## src/rtl/rect_sum_responder.sv

```systemverilog
// Rectangle-sum responder: reads up to four integral-image corners and returns
// D - B - C + A (modulo 2**SUM_WIDTH) for an inclusive rectangle query.
module rect_sum_responder #(
   parameter int SUM_WIDTH  = 24,
   parameter int IMG_WIDTH  = 160,
   parameter int IMG_HEIGHT = 120,
   parameter int ADDR_WIDTH = 15
) (
   input  logic                  clk,
   input  logic                  rst_n,
   input  logic [15:0]           query_x1,
   input  logic [15:0]           query_y1,
   input  logic [15:0]           query_x2,
   input  logic [15:0]           query_y2,
   input  logic                  query_valid,
   output logic [SUM_WIDTH-1:0]  rect_sum,
   output logic                  rect_sum_valid,
   output logic                  query_err,
   output logic                  busy,
   output logic                  mem_rd_en,
   output logic [ADDR_WIDTH-1:0] mem_addr,
   input  logic [SUM_WIDTH-1:0]  mem_rdata
);

   // state | meaning
   // IDLE  | waiting for query_valid, coordinates latched on accept
   // CHECK | legality check; issues slot D when legal
   // READ  | issues slots B, C, A (k = 1..3)
   // DRAIN | final two capture edges, then publish the sum
   // RESP  | response held until query_valid is sampled low
   typedef enum logic [2:0] {
      IDLE  = 3'd0,
      CHECK = 3'd1,
      READ  = 3'd2,
      DRAIN = 3'd3,
      RESP  = 3'd4
   } state_t;

   localparam logic [15:0]           IMG_W16 = 16'(IMG_WIDTH);
   localparam logic [15:0]           IMG_H16 = 16'(IMG_HEIGHT);
   localparam logic [ADDR_WIDTH-1:0] IMG_W_A = ADDR_WIDTH'(IMG_WIDTH);

   state_t                state_q, state_d;
   logic [15:0]           x1_q, x1_d, y1_q, y1_d, x2_q, x2_d, y2_q, y2_d;
   logic [1:0]            k_q, k_d;
   logic [SUM_WIDTH-1:0]  acc_q, acc_d;
   logic                  rd_en_q, rd_en_d;
   logic [ADDR_WIDTH-1:0] addr_q, addr_d;
   logic                  iss_sub_q, iss_sub_d;
   logic                  cap_vld_q, cap_vld_d;
   logic                  cap_sub_q, cap_sub_d;
   logic [SUM_WIDTH-1:0]  sum_q, sum_d;
   logic                  sum_vld_q, sum_vld_d;
   logic                  err_q, err_d;

   logic [1:0]            slot;
   logic                  slot_skip;
   logic                  slot_sub;
   logic [15:0]           slot_x, slot_y;
   logic [ADDR_WIDTH-1:0] slot_addr;
   logic                  illegal;
   logic [SUM_WIDTH-1:0]  acc_nxt;

   // Slot encoding: bit0 selects x1-1 (B, A), bit1 selects y1-1 (C, A).
   always_comb begin
      slot      = (state_q == CHECK) ? 2'd0 : k_q;
      slot_skip = (slot[0] && (x1_q == 16'd0)) || (slot[1] && (y1_q == 16'd0));
      slot_sub  = slot[0] ^ slot[1];
      slot_x    = slot[0] ? (x1_q - 16'd1) : x2_q;
      slot_y    = slot[1] ? (y1_q - 16'd1) : y2_q;
      slot_addr = ADDR_WIDTH'(slot_y) * IMG_W_A + ADDR_WIDTH'(slot_x);
      illegal   = (x2_q < x1_q) || (y2_q < y1_q) || (x2_q >= IMG_W16) || (y2_q >= IMG_H16);
      if (cap_vld_q)
         acc_nxt = cap_sub_q ? (acc_q - mem_rdata) : (acc_q + mem_rdata);
      else
         acc_nxt = acc_q;
   end

   always_comb begin
      state_d   = state_q;
      x1_d      = x1_q;
      y1_d      = y1_q;
      x2_d      = x2_q;
      y2_d      = y2_q;
      k_d       = k_q;
      acc_d     = acc_nxt;
      rd_en_d   = 1'b0;
      addr_d    = addr_q;
      iss_sub_d = 1'b0;
      cap_vld_d = rd_en_q;
      cap_sub_d = iss_sub_q;
      sum_d     = sum_q;
      sum_vld_d = sum_vld_q;
      err_d     = err_q;

      case (state_q)
         IDLE: begin
            if (query_valid) begin
               x1_d    = query_x1;
               y1_d    = query_y1;
               x2_d    = query_x2;
               y2_d    = query_y2;
               state_d = CHECK;
            end
         end
         CHECK: begin
            if (illegal) begin
               sum_d     = '0;
               err_d     = 1'b1;
               sum_vld_d = 1'b1;
               state_d   = RESP;
            end else begin
               acc_d     = '0;
               rd_en_d   = 1'b1;
               addr_d    = slot_addr;
               iss_sub_d = 1'b0;
               k_d       = 2'd1;
               state_d   = READ;
            end
         end
         READ: begin
            rd_en_d   = !slot_skip;
            iss_sub_d = slot_sub && !slot_skip;
            if (!slot_skip)
               addr_d = slot_addr;
            if (k_q == 2'd3) begin
               k_d     = 2'd0;
               state_d = DRAIN;
            end else begin
               k_d = k_q + 2'd1;
            end
         end
         DRAIN: begin
            if (k_q == 2'd1) begin
               sum_d     = acc_nxt;
               sum_vld_d = 1'b1;
               err_d     = 1'b0;
               k_d       = 2'd0;
               state_d   = RESP;
            end else begin
               k_d = k_q + 2'd1;
            end
         end
         RESP: begin
            if (!query_valid) begin
               sum_vld_d = 1'b0;
               err_d     = 1'b0;
               state_d   = IDLE;
            end
         end
         default: state_d = IDLE;
      endcase
   end

   always_ff @(posedge clk or negedge rst_n) begin
      if (!rst_n) begin
         state_q   <= IDLE;
         x1_q      <= '0;
         y1_q      <= '0;
         x2_q      <= '0;
         y2_q      <= '0;
         k_q       <= '0;
         acc_q     <= '0;
         rd_en_q   <= 1'b0;
         addr_q    <= '0;
         iss_sub_q <= 1'b0;
         cap_vld_q <= 1'b0;
         cap_sub_q <= 1'b0;
         sum_q     <= '0;
         sum_vld_q <= 1'b0;
         err_q     <= 1'b0;
      end else begin
         state_q   <= state_d;
         x1_q      <= x1_d;
         y1_q      <= y1_d;
         x2_q      <= x2_d;
         y2_q      <= y2_d;
         k_q       <= k_d;
         acc_q     <= acc_d;
         rd_en_q   <= rd_en_d;
         addr_q    <= addr_d;
         iss_sub_q <= iss_sub_d;
         cap_vld_q <= cap_vld_d;
         cap_sub_q <= cap_sub_d;
         sum_q     <= sum_d;
         sum_vld_q <= sum_vld_d;
         err_q     <= err_d;
      end
   end

   assign rect_sum       = sum_q;
   assign rect_sum_valid = sum_vld_q;
   assign query_err      = err_q;
   assign busy           = (state_q != IDLE);
   assign mem_rd_en      = rd_en_q;
   assign mem_addr       = addr_q;

endmodule

```

## config.mk

```make
export PLATFORM = sky130hd
export DESIGN_NAME = rect_sum_responder
export DESIGN_NICKNAME = d
export VERILOG_FILES = /design/src/rtl/rect_sum_responder.sv
export SDC_FILE = /design/constraint.sdc
export NUM_CORES = 1
export LEC_CHECK = 0
export CORE_MARGIN = 3
export CORE_UTILIZATION = 35
export DETAILED_ROUTE_END_ITERATION = 7
export HOLD_SLACK_MARGIN = 0.05
export SETUP_SLACK_MARGIN = 0.1
export SLEW_MARGIN = 10
export SYNTH_ARGS = -nofsm -noshare
export SYNTH_HDL_FRONTEND = slang
export SYNTH_SLANG_ARGS = --single-unit
```

## constraint.sdc

```tcl
create_clock -name clk -period 5.8 [get_ports clk]
set_input_delay 0.58 -clock clk [delete_from_list [all_inputs] [get_ports clk]]
set_output_delay 0.58 -clock clk [all_outputs]
set_load 0.02 [all_outputs]
```

# Yosys cells after proc, flatten, opt, wreduce, memory -nomap -nowiden
# Index checks and enable logic that the tools add are counted.
[totals]
word_cells = 94
register_bits = 138
[classes]
magnitude_cmp = 4
n_bitwise = 1
n_mul = 1
mux = 32
add_sub_neg = 6
eq_ne = 13
reduce_logical = 22
[ops]
columns = ["cell", "count"]
rows = [
  ["$mux W24", 6],
  ["$mux W15", 4],
  ["$pmux W24 S2", 1],
  ["$logic_not A16 Y1", 2],
  ["$lt A16 B16 Y1", 2],
  ["$pmux W15 S2", 1],
  ["$sub A15 B1 Y15 const B", 2],
  ["$add A24 B24 Y24", 1],
  ["$sub A24 B24 Y24", 1],
  ["$ge A16 B7 Y1 const B", 1],
  ["$ge A16 B8 Y1 const B", 1],
  ["$add A15 B15 Y15", 1],
  ["$mul A15 B3 Y10 const B", 1],
  ["$mux W3", 5],
  ["$pmux W3 S5", 1],
  ["$ne A2 B2 Y1 const B", 7],
  ["$reduce_bool A3 Y1", 3],
  ["$mux W2", 4],
  ["$reduce_and A4 Y1", 2],
  ["$eq A3 B2 Y1 const B", 2],
  ["$mux W1", 6],
  ["$pmux W1 S3", 2],
  ["$pmux W2 S3", 1],
  ["$reduce_and A3 Y1", 2],
  ["13 further kinds", 20],
]

# Logic depth before layout (Yosys ltp)
# Gate-level depths: netlist of run 1.
[depth]
word_depth = 7
ltp_mapped = 20

# Worst setup path before layout of run 1
# OpenSTA, ideal clock, no wires.
[synth_timing]
path_type = "reg-to-reg"
from = "register state_q[1]"
to = "register addr_q[14], in the netlist mem_addr[14]"
period_less_slack_ns = 4.277
slack_ns = 1.523
t_arrival_ns = 4.153
setup_time_ns = 0.125
path_stages_with_launch = 20
required_time_ns = 5.675
n_path_buf = 3
path_cell_list = "dfrtp_1 -> clkbuf_1 -> or3b_1 -> nand2_1 -> buf_4 -> clkbuf_1 -> nor2_1 -> a21oi_1 -> inv_1 -> ha_1 -> ha_1 -> fa_1 -> a21o_1 -> a21oi_1 -> o21bai_1 -> a21oi_1 -> xnor2_1 -> xnor3_2 -> xor2_1 -> mux2_2"
[synth_between]
elab_chain_cells = 7
[synth_lines]
columns = ["element", "line_no", "source"]
rows = [
  ["start, declared", "43", "state_t state_q, state_d;"],
  ["start signal, assigned", "173", "state_q <= state_d;"],
  ["$eq A3 B1 Y1", "66, 96", ""],
  ["$mux W2", "66", "slot = (state_q == CHECK) ? 2'd0 : k_q;"],
  ["$mux W15", "70", "slot_y = slot[1] ? (y1_q - 16'd1) : y2_q;"],
  ["$mul A15 B3 Y10", "71", "slot_addr = ADDR_WIDTH'(slot_y) * IMG_W_A + ADDR_WIDTH'(slot_x);"],
  ["$add A15 B15 Y15", "71", ""],
  ["$mux W15 (on tied branches)", "124, 107", ""],
  ["$pmux W15 S2", "96", "case (state_q)"],
  ["end signal, assigned", "181", "addr_q <= addr_d;"],
  ["end, declared", "48", "logic [ADDR_WIDTH-1:0] addr_q, addr_d;"],
]
# Parallel ways exist; a longest one is shown, timed or not. The select of a mux whose other input is x is not followed.
# A chain may end at the register's enable or synchronous reset.

# Worst setup path in the final report of run 1
[layout_timing]
from = "register state_q[0]"
to = "register addr_q[14], in the netlist mem_addr[14]"
# The elaborated chain is that of the path after synthesis.

==> results of run 1 <==
-- worst paths after layout --
check	startpoint	end	slack [ns]	cells after the start
worst min register to register	cap_sub_d	cap_sub_q	0.35	0
worst max-delay path	state_q[0]	mem_addr[14]	1.21	16
max in group asynchronous	rst_n	acc_q[8]	4.31	2
worst min-delay path	rst_n	x2_q[0]	0.17	1
min in group clk	cap_sub_d	cap_sub_q	0.35	0
worst max register to register	state_q[0]	mem_addr[14]	1.21	16
-- through the flow --
step	hold WS [ns]	std cells	area, um2
floorplan	0.284	1030	9200
global placement	0.333	1451	10800
detailed placement	0.344	1451	10800
CTS	0.191	1483	11400
global route	0.217	1483	11400
finish	0.169	1483	11400
-- flip-flops by register name (all words and copies together) (netlist names), 2 cells and up --
signal / cells
mem_addr: 15
acc_q: 24
k_q: 2
rect_sum: 24
y2_q: 16
state_q: 3
x2_q: 16
x1_q: 16
y1_q: 16
-- cells by family (layout without fill, tap and decap cells) --
| group | after synthesis | in the layout | synth area share (%) |
|---|---|---|---|
| buf+inv | 109 | 232 | 4.49 |
| mux | 50 | 50 | 5.93 |
| flops | 138 | 138 | 37.5 |
| xor+xnor | 73 | 73 | 7.11 |
| compound gates | 258 | 258 | 17.1 |
| simple gates | 322 | 322 | 16.7 |
| fa+ha+maj | 80 | 80 | 11.1 |
-- cells in the mapped netlist, types with 3 or more instances --
cell	n	area [um2]
a211oi_1	7	52.6
a21o_1	34	255
a21oi_1	58	290
a31o_2	5	43.8
a31oi_1	11	68.8
and2_1	7	43.8
and3_1	5	31.3
and4_1	5	43.8
buf_1	3	11.3
clkbuf_1	42	158
dfrtp_1	138	3450
fa_1	3	60.1
ha_1	77	963
inv_1	63	236
mux2_2	36	405
mux2i_1	14	140
nand2_1	99	372
nand2b_1	10	62.6
nand3_1	34	170
nand4_1	10	62.6
nor2_1	81	304
nor2b_1	9	56.3
nor3_1	24	120
nor3b_1	3	22.5
nor4_1	11	68.8
o2111ai_1	3	26.3
o211ai_1	6	45.0
o21a_1	8	60.1
o21ai_0	100	500
o21bai_1	4	30.0
or2_2	4	25.0
or3_1	8	50.1
or4_1	5	37.5
xnor2_1	57	499
xor2_1	15	131
-- where the power goes --
| group | leakage (nW) | internal (mW) | switching, mW |
|---|---|---|---|
| registers | 1.78 | 1.20 | 0.259 |
| logic | 3.03 | 1.24 | 1.34 |
| clock network | 0.286 | 0.621 | 0.481 |
-- final cells by class --
| class | instances | area (um2) |
|---|---|---|
| clock buffer | 18 | 439 |
| clock inverter | 14 | 151 |
| fill | 2511 | 14100 |
| inverter | 63 | 236 |
| multi-input combinational | 783 | 5340 |
| sequential | 138 | 3450 |
| tap | 330 | 413 |
| timing repair buffer | 137 | 1360 |
-- routing by layer --
| layer | vias up | track usage (%) | wire (um) |
|---|---|---|---|
| met2 | 159 | 27.1 | 10900 |
| met4 | 0 | 3.13 | 234 |
| met3 | 17 | 3.08 | 1090 |
| met5 | - | 0 | 0 |
| met1 | 3659 | 24.9 | 11800 |
| li1 | 3851 | - | - |
==> impl_metrics.csv, run 1 <==
group,metric,value,unit
clock_network,htree_levels,4,
yosys,postSynthCellCount,1030,
clock_network,post_cts_buffers,0,
yosys,synth-edff-count,0,
critical_path,critPathKind,"flop to flop",
yosys,postSynthAreaPerCell,8.93,um2
critical_path,worst-path-buf-inv,1,
die,dieArea,28300,um2
clock_network,cts_tree,"done",
placement,dpl_worst_slack,0.978,ns
run,cap_violations,0,
final_layout,layout-drive-gt1-share,7.72,%
yosys,yosysUniqueCellTypes,61,
sta,rsz0062_at_grt,"false",
status,status,"finished, final reports clean",
final_layout,final_common_cell,"dfrtp_1",
routing,viasPerCell,5.18,
final_layout,final_cell_mix,"dfrtp_1 (138), clkdlybuf4s50_1 (132), o21ai_0 (100)",
die,row_count,58,
grt,grt_use_total,17.1,%
routing,routed_wl,24.0,mm
placement,dpl.hpwl,18.0,mm
pwr,p_leak,5.09,nW
sta,fin_crit_sh,79.1,%
critical_path,cp_top_family,"simple AND/OR/NAND/NOR gates",
grt,grt_max_degree,97,
routing,ant_nets,0,
clock_network,clock_sinks,138,
critical_path,cp.arrival,4.90,ns
sta,slew_violations,0,
pwr,total_power,5.14,mW
critical_path,end_kind,"flop",
clock_network,clkTransAtPathRegs,0.07,ns
pwr,vdd_ir_drop_max,288,uV
critical_path,critical_path.startpoint_type,"flop",
routing,num_vias,7686,
sta,worst_pin_slew,0.946,ns
yosys,synth.ff_latch_count,138,
sta,fin_setup_tns,0,ns
min_path,hold_class,"primary input to asynchronous set/reset pin",
sta,max_freq,218,MHz
yosys,synth_seq_area_share,37.5,%
routing,drt_iter0_markers,419,
die,die_w,168,um
die,coreArea,25500,um2
yosys,syn_area,9200,um2
final_layout,final_nets,1311,
pwr,power_density,451,nW/um2
clock_network,cts_buffers,17,
die,io_pins,134,
routing,routedWlPerCell,16.2,um
routing,dr.pass1.iters,5,
yosys,ys_async_sr_fraction,100,%
grt,grt-ovfl-total,0,
sta,slew_headroom,36.9,%
grt,grt_pass1_vias,7528,
die,fp.dieH,168,um
yosys,syn-num-nets,1201,
final_layout,diodes,0,
grt,antenna_found_initial,0,
clock_network,clock_latency,0.43,ns
critical_path,cp_max_fo,20,
clock_network,ctsHoldBuffers,0,
placement,gp_congestion,0.860,
sta,hold_viol_final,0,
clock_network,clockBufferDepth,2,
critical_path,cp_slowest_cell,"dfrtp_1",
die,initial_core_util,36.1,%
placement,io_buffers,133,
final_layout,syn2layout_area_growth,23.9,%
sta,fin_skew,0.0166,ns
critical_path,cp.required,6.11,ns
yosys,synth_ff_type,"dfrtp_1",
critical_path,path_common_cell,"a21oi_1",
final_layout,fin_util,44.7,%
sta,setup_viol,0,
sta,fin_ws,1.21,ns
grt,grt_pass1_wl,39.5,mm
routing,drc_errors,0,
clock_network,cts_resized,0,
critical_path,cp_slowest_stage_delay,0.51,ns
yosys,yosys_warnings,0,
critical_path,crit_chain,"or3b_1, nand2_1, nor2_1, a21oi_1, inv_1, ha_1, ha_1, fa_1, a21o_1, a21oi_1, o21bai_1, a21oi_1, xnor2_1, xnor3_2, xor2_1, mux2_2",
clock_network,cts_root_buf,"clkbuf_16",
sta,min_period,4.59,ns
No activity file was read; power rests on OpenSTA's default activity.
==> run 2, diff against run 1 <==
clock period = 4.5 ns   (was 5.8 ns; I/O delays follow)
==> impl_metrics.csv, run 2 (same netlist as run 1, synthesis figures left out) <==
group,metric,value,unit
critical_path,cp_slowest_cell,"or3_1",
routing,viasPerCell,5.09,
sta,max_freq,247,MHz
routing,dr.pass1.iters,5,
placement,io_buffers,133,
routing,routed_wl,24.3,mm
die,dieArea,28300,um2
critical_path,crit_chain,"or3_1, xnor2_1, nor2_1, a21oi_1, inv_1, ha_1, ha_1, fa_1, a21o_1, a21oi_1, o21bai_1, a21oi_1, xnor2_1, xnor3_2, xor2_1, mux2_2",
critical_path,crit_end,"mem_addr[14]",
pwr,p_leak,5.25,nW
sta,worst_pin_slew,0.777,ns
critical_path,r2r-end,"mem_addr[14]",
die,die_w,168,um
run,cap_violations,0,
sta,fin_setup_tns,0,ns
pwr,p_sw,2.65,mW
placement,dpl.hpwl,18.6,mm
critical_path,critical_path.startpoint_type,"flop",
routing,num_vias,7715,
grt,grt_use_total,17.5,%
clock_network,clkTransAtPathRegs,0.07,ns
sta,hold_viol_final,0,
grt,grt_max_degree,60,
grt,grt_pass1_vias,7801,
placement,gp_congestion,0.867,
die,fp.dieH,168,um
sta,setup_viol,0,
grt,grt_pass1_wl,39.9,mm
clock_network,cts_root_buf,"clkbuf_16",
final_layout,diodes,0,
grt,antenna_found_initial,0,
final_layout,syn2layout_area_growth,26.8,%
clock_network,clock_sinks,138,
critical_path,r2r_slack,0.45,ns
die,initial_core_util,36.1,%
sta,slew_violations,0,
die,row_count,58,
final_layout,final_common_cell,"dfrtp_1",
pwr,swShare,39.7,%
critical_path,reg2reg_from,"y1_q[0]",
final_layout,fin_area,11700,um2
sta,fin_skew,0.0173,ns
pwr,power_density,572,nW/um2
grt,grt-ovfl-total,0,
final_layout,final_cell_mix,"dfrtp_1 (138), clkdlybuf4s50_1 (132), o21ai_0 (100)",
die,io_pins,134,
critical_path,path_common_cell,"a21oi_1",
die,coreArea,25500,um2
pwr,combPwrFrac,50.3,%
clock_network,clockBufferDepth,2,
clock_network,clock_latency,0.43,ns
clock_network,post_cts_buffers,0,
routing,drc_errors,0,
clock_network,htree_levels,4,
pwr,vdd_ir_drop_max,367,uV
status,status,"finished, final reports clean",
critical_path,cp_max_fo,4,
routing,drt_iter0_markers,387,
sta,fin_crit_sh,90.1,%
sta,holdWs,0.355,ns
critical_path,cp.required,4.81,ns
min_path,hold_class,"flop to flop",
min_path,min_path_cells,0,
clock_network,cts_tree,"done",
critical_path,critical_path.startpoint,"y1_q[0]",
final_layout,layout-drive-gt1-share,10.2,%
clock_network,cts_buffers,17,
pwr,p_int,4.02,mW
placement,place_area,11000,um2
critical_path,cp.arrival,4.36,ns
pwr,total_power,6.67,mW
critical_path,cp_slowest_stage_delay,0.44,ns
sta,min_period,4.05,ns
pwr,pwr-share-seq,28.0,%
sta,rsz0062_at_grt,"false",
final_layout,final_nets,1343,
routing,ant_nets,0,
sta,slew_headroom,48.2,%
routing,routedWlPerCell,16.0,um
critical_path,r2r_cells,16,
pwr,p_clk_share,21.6,%
critical_path,critPathKind,"flop to flop",
critical_path,end_kind,"flop",
[run 2: repair_timing]
item	4_1_cts	5_1_grt
hold buffers	1	0
resized for setup	0	1
hold endpoints to repair	27	0
endpoints found under the setup margin	0	1
[run 2: area by class of cell]
cell class / count / area, um2
fillers: 2486 / 13800
clock inverters: 14 / 161
inverters: 63 / 236
repair buffers: 169 / 1620
multi-input cells: 783 / 5340
flip-flops and latches: 138 / 3450
well taps: 330 / 413
clock buffers: 18 / 439
[run 2: worst max-delay path, delay by kind of cell, from the launching register on]
kind / cells / cell delay [ns]
buf+inv: 1 / 0.08
fa+ha+maj: 3 / 0.92
compound gates: 5 / 0.90
mux: 1 / 0.26
xor+xnor: 4 / 0.86
simple gates: 2 / 0.49
flops: 1 / 0.41
[run 2: metal layers]
layer	wire length, um	GRT usage, %
met4	383	4.84
met5	0	0
met2	10900	28.1
met3	890	2.63
met1	12100	24.6
[run 2: power groups by stage]
stage          Clock [mW]  Sequential [mW]  Combinational [mW]
2_1_floorplan           0             1.77                2.61
3_3_place_gp            0             1.88                3.34
3_5_place_dp            0             1.89                3.39
4_1_cts              1.48             1.87                3.41
5_1_grt              1.52             1.92                3.84
6_report             1.44             1.87                3.36
[run 2: stage by stage]
stage | cells | utilization, % | setup WS (ns)
3_5_place_dp | 1482 | 43.4 | 0.169
5_1_grt | 1515 | 45.8 | 0.117
2_1_floorplan | 1030 | - | 0.223
6_report | 1515 | 45.8 | 0.445
4_1_cts | 1515 | 45.8 | 0.387
3_3_place_gp | 1482 | 43.4 | 0.198
[run 2: worst min path at each step]
stage                end       from
2_1_floorplan   acc_q[0]      rst_n
3_3_place_gp   cap_sub_q  cap_sub_d
3_5_place_dp     x1_q[0]      rst_n
4_1_cts        cap_sub_q  cap_sub_d
5_1_grt        cap_sub_q  cap_sub_d
6_report       cap_sub_q  cap_sub_d
==> run 3, diff against run 2 <==
ABC_AREA = 1   (was default)
==> impl_metrics.csv, run 3 <==
group,metric,value,unit
final_layout,final_nets,1527,
yosys,synth_seq_area_share,36.4,%
sta,min_period,3.99,ns
die,die_w,171,um
yosys,postSynthAreaPerCell,7.73,um2
final_layout,diodes,0,
routing,routed_wl,25.3,mm
yosys,synth_top_cell_by_area,"dfrtp_1",
yosys,synth-edff-count,0,
clock_network,cts_tree,"done",
final_layout,final_cell_mix,"nand2_1 (234), nor2_1 (154), dfrtp_1 (138)",
yosys,synth.ff_latch_count,138,
yosys,synthTopCellsByArea,"dfrtp_1 (36%), ha_1 (10%), nand2_1 (9.3%), nor2_1 (6.1%), a21oi_1 (5.6%)",
yosys,syn_area,9480,um2
pwr,p_leak,5.74,nW
grt,grt_use_total,17.6,%
clock_network,clockBufferDepth,2,
sta,rsz0062_at_grt,"false",
grt,antenna_found_initial,0,
sta,fin_ws,0.514,ns
yosys,yosysMostFrequentCell,"nand2_1",
status,status,"finished, final reports clean",
final_layout,n_fill_cell,2617,
yosys,ys_async_sr_fraction,100,%
critical_path,end_kind,"flop",
sta,worst_pin_slew,0.866,ns
critical_path,critPathKind,"flop to flop",
die,row_count,59,
clock_network,clock_latency,0.43,ns
sta,setup_viol,0,
pwr,power_density,608,nW/um2
routing,drc_errors,0,
routing,drt_iter0_markers,389,
sta,fin_skew,0.0140,ns
yosys,yosys_warnings,0,
yosys,ys_top_cells_by_count,"nand2_1 (234), nor2_1 (154), dfrtp_1 (138), inv_1 (137), a21oi_1 (106)",
yosys,synth_ff_type,"dfrtp_1",
clock_network,clkTransAtPathRegs,0.07,ns
grt,grt_pass1_wl,41.5,mm
yosys,netlist.area_leader.share,36.4,%
routing,num_vias,8509,
die,dieArea,29100,um2
critical_path,critical_path.startpoint_type,"flop",
yosys,syn-num-nets,1397,
placement,dpl_worst_slack,0.481,ns
clock_network,ctsHoldBuffers,0,
critical_path,cp_max_fo,17,
critical_path,cp.arrival,4.30,ns
grt,grt-ovfl-total,0,
sta,slew_violations,0,
yosys,postSynthCellCount,1226,
die,initial_core_util,36.0,%
min_path,hold_class,"primary input to asynchronous set/reset pin",
routing,routedWlPerCell,14.8,um
placement,io_buffers,133,
clock_network,cts_buffers,17,
final_layout,final_common_cell,"nand2_1",
run,cap_violations,0,
pwr,vdd_ir_drop_max,475,uV
clock_network,htree_levels,4,
grt,grt_pass1_vias,8549,
placement,dpl.hpwl,19.6,mm
routing,ant_nets,0,
sta,fin_setup_tns,0,ns
placement,gp_congestion,0.931,
yosys,yosysUniqueCellTypes,49,
sta,hold_viol_final,0,
grt,grt_max_degree,88,
clock_network,cts_root_buf,"clkbuf_16",
clock_network,post_cts_buffers,0,
final_layout,syn2layout_area_growth,24.4,%
routing,dr.pass1.iters,5,
pwr,total_power,7.17,mW
sta,fin_crit_sh,88.6,%
sta,max_freq,251,MHz
clock_network,clock_sinks,138,
sta,slew_headroom,42.2,%
final_layout,layout-drive-gt1-share,7.09,%
die,coreArea,26400,um2
routing,viasPerCell,4.99,
die,fp.dieH,171,um
final_layout,fin_util,44.8,%
critical_path,cp.required,4.81,ns
die,io_pins,134,
run 3: cell types whose count changed after synthesis, sizes merged, moves of 10 or more:
cell,change
a21o,-30
a21oi,+50
clkbuf,-25
inv,+77
mux2i,-14
nand2,+137
nand2b,-10
nand3,+33
nor2,+73
o21ai,-10
xnor2,-40
xor2,+22
run 3: report_power, final:
part           internal [mW]  switching [mW]  total, mW
registers               1.55           0.288       1.84
clock network          0.942           0.605       1.55
logic                   1.53            2.26       3.79
total                   4.02            3.15       7.17
run 3: worst max-delay path, cell delays in order (launching register included):
cell      delay [ns]
dfrtp_1         0.39
inv_2           0.12
nand3_2         0.12
nand2_4         0.13
inv_4           0.09
or2_2           0.28
o21ai_1         0.17
inv_1           0.08
ha_1            0.30
ha_1            0.22
fa_1            0.40
inv_1           0.08
o21ai_0         0.10
xnor2_1         0.14
inv_1           0.05
ha_1            0.31
inv_1           0.08
nor4_2          0.30
nand2_1         0.08
o211ai_1        0.09
a31oi_1         0.08
inv_1           0.07
nand3_1         0.07
nand3_1         0.08
nand2_1         0.05
run 3: path summary, 6_finish.rpt:
| kind | start | to | slack, ns | cells after the start |
|---|---|---|---|---|
| min | rst_n | x2_q[2] | 0.08 | 1 |
| max | state_q[1] | mem_addr[14] | 0.51 | 24 |
| min in group clk | cap_sub_d | cap_sub_q | 0.35 | 0 |
| max in group asynchronous | rst_n | y2_q[9] | 3.49 | 2 |
| max reg2reg | state_q[1] | mem_addr[14] | 0.51 | 24 |
| min reg2reg | cap_sub_d | cap_sub_q | 0.35 | 0 |
run 3: layout make-up:
type                    instances  area (um2)  share of cell area [%]
multi-input cells             921        5390                    45.7
flip-flops and latches        138        3450                    29.3
repair buffers                138        1370                    11.6
inverters                     140         528                    4.48
clock buffers                  17         425                    3.61
well taps                     335         419                    3.55
clock inverters                15         215                    1.82
run 3: kinds of logic after synthesis:
logic type | Yosys count | share of synthesized area [%]
simple gates | 522 | 23.8
compound gates | 235 | 13.4
buf+inv | 167 | 6.99
flops | 138 | 36.4
fa+ha+maj | 80 | 10.8
xor+xnor | 54 | 4.99
mux | 30 | 3.56
run 3: layer usage:
| metal | GRT usage [%] | share of wire (%) |
|---|---|---|
| met4 | 4.62 | 1.7 |
| met2 | 30.9 | 48 |
| met3 | 2.68 | 4.1 |
| met5 | 0 | 0 |
| met1 | 22.6 | 46 |
run 3: through the flow:
stage / cells / hold slack [ns] / area (um2)
2_1_floorplan: 1226 / 0.154 / 9480
3_3_place_gp: 1672 / 0.333 / 11100
3_5_place_dp: 1672 / 0.335 / 11100
4_1_cts: 1704 / 0.120 / 11800
5_1_grt: 1704 / 0.153 / 11800
6_report: 1704 / 0.0830 / 11800
run 3: what timing repair did:
action | 4_1_cts | 5_1_grt
resized for setup | 0 | 2
hold endpoints to repair | 0 | 0
endpoints found under the setup margin | 0 | 1
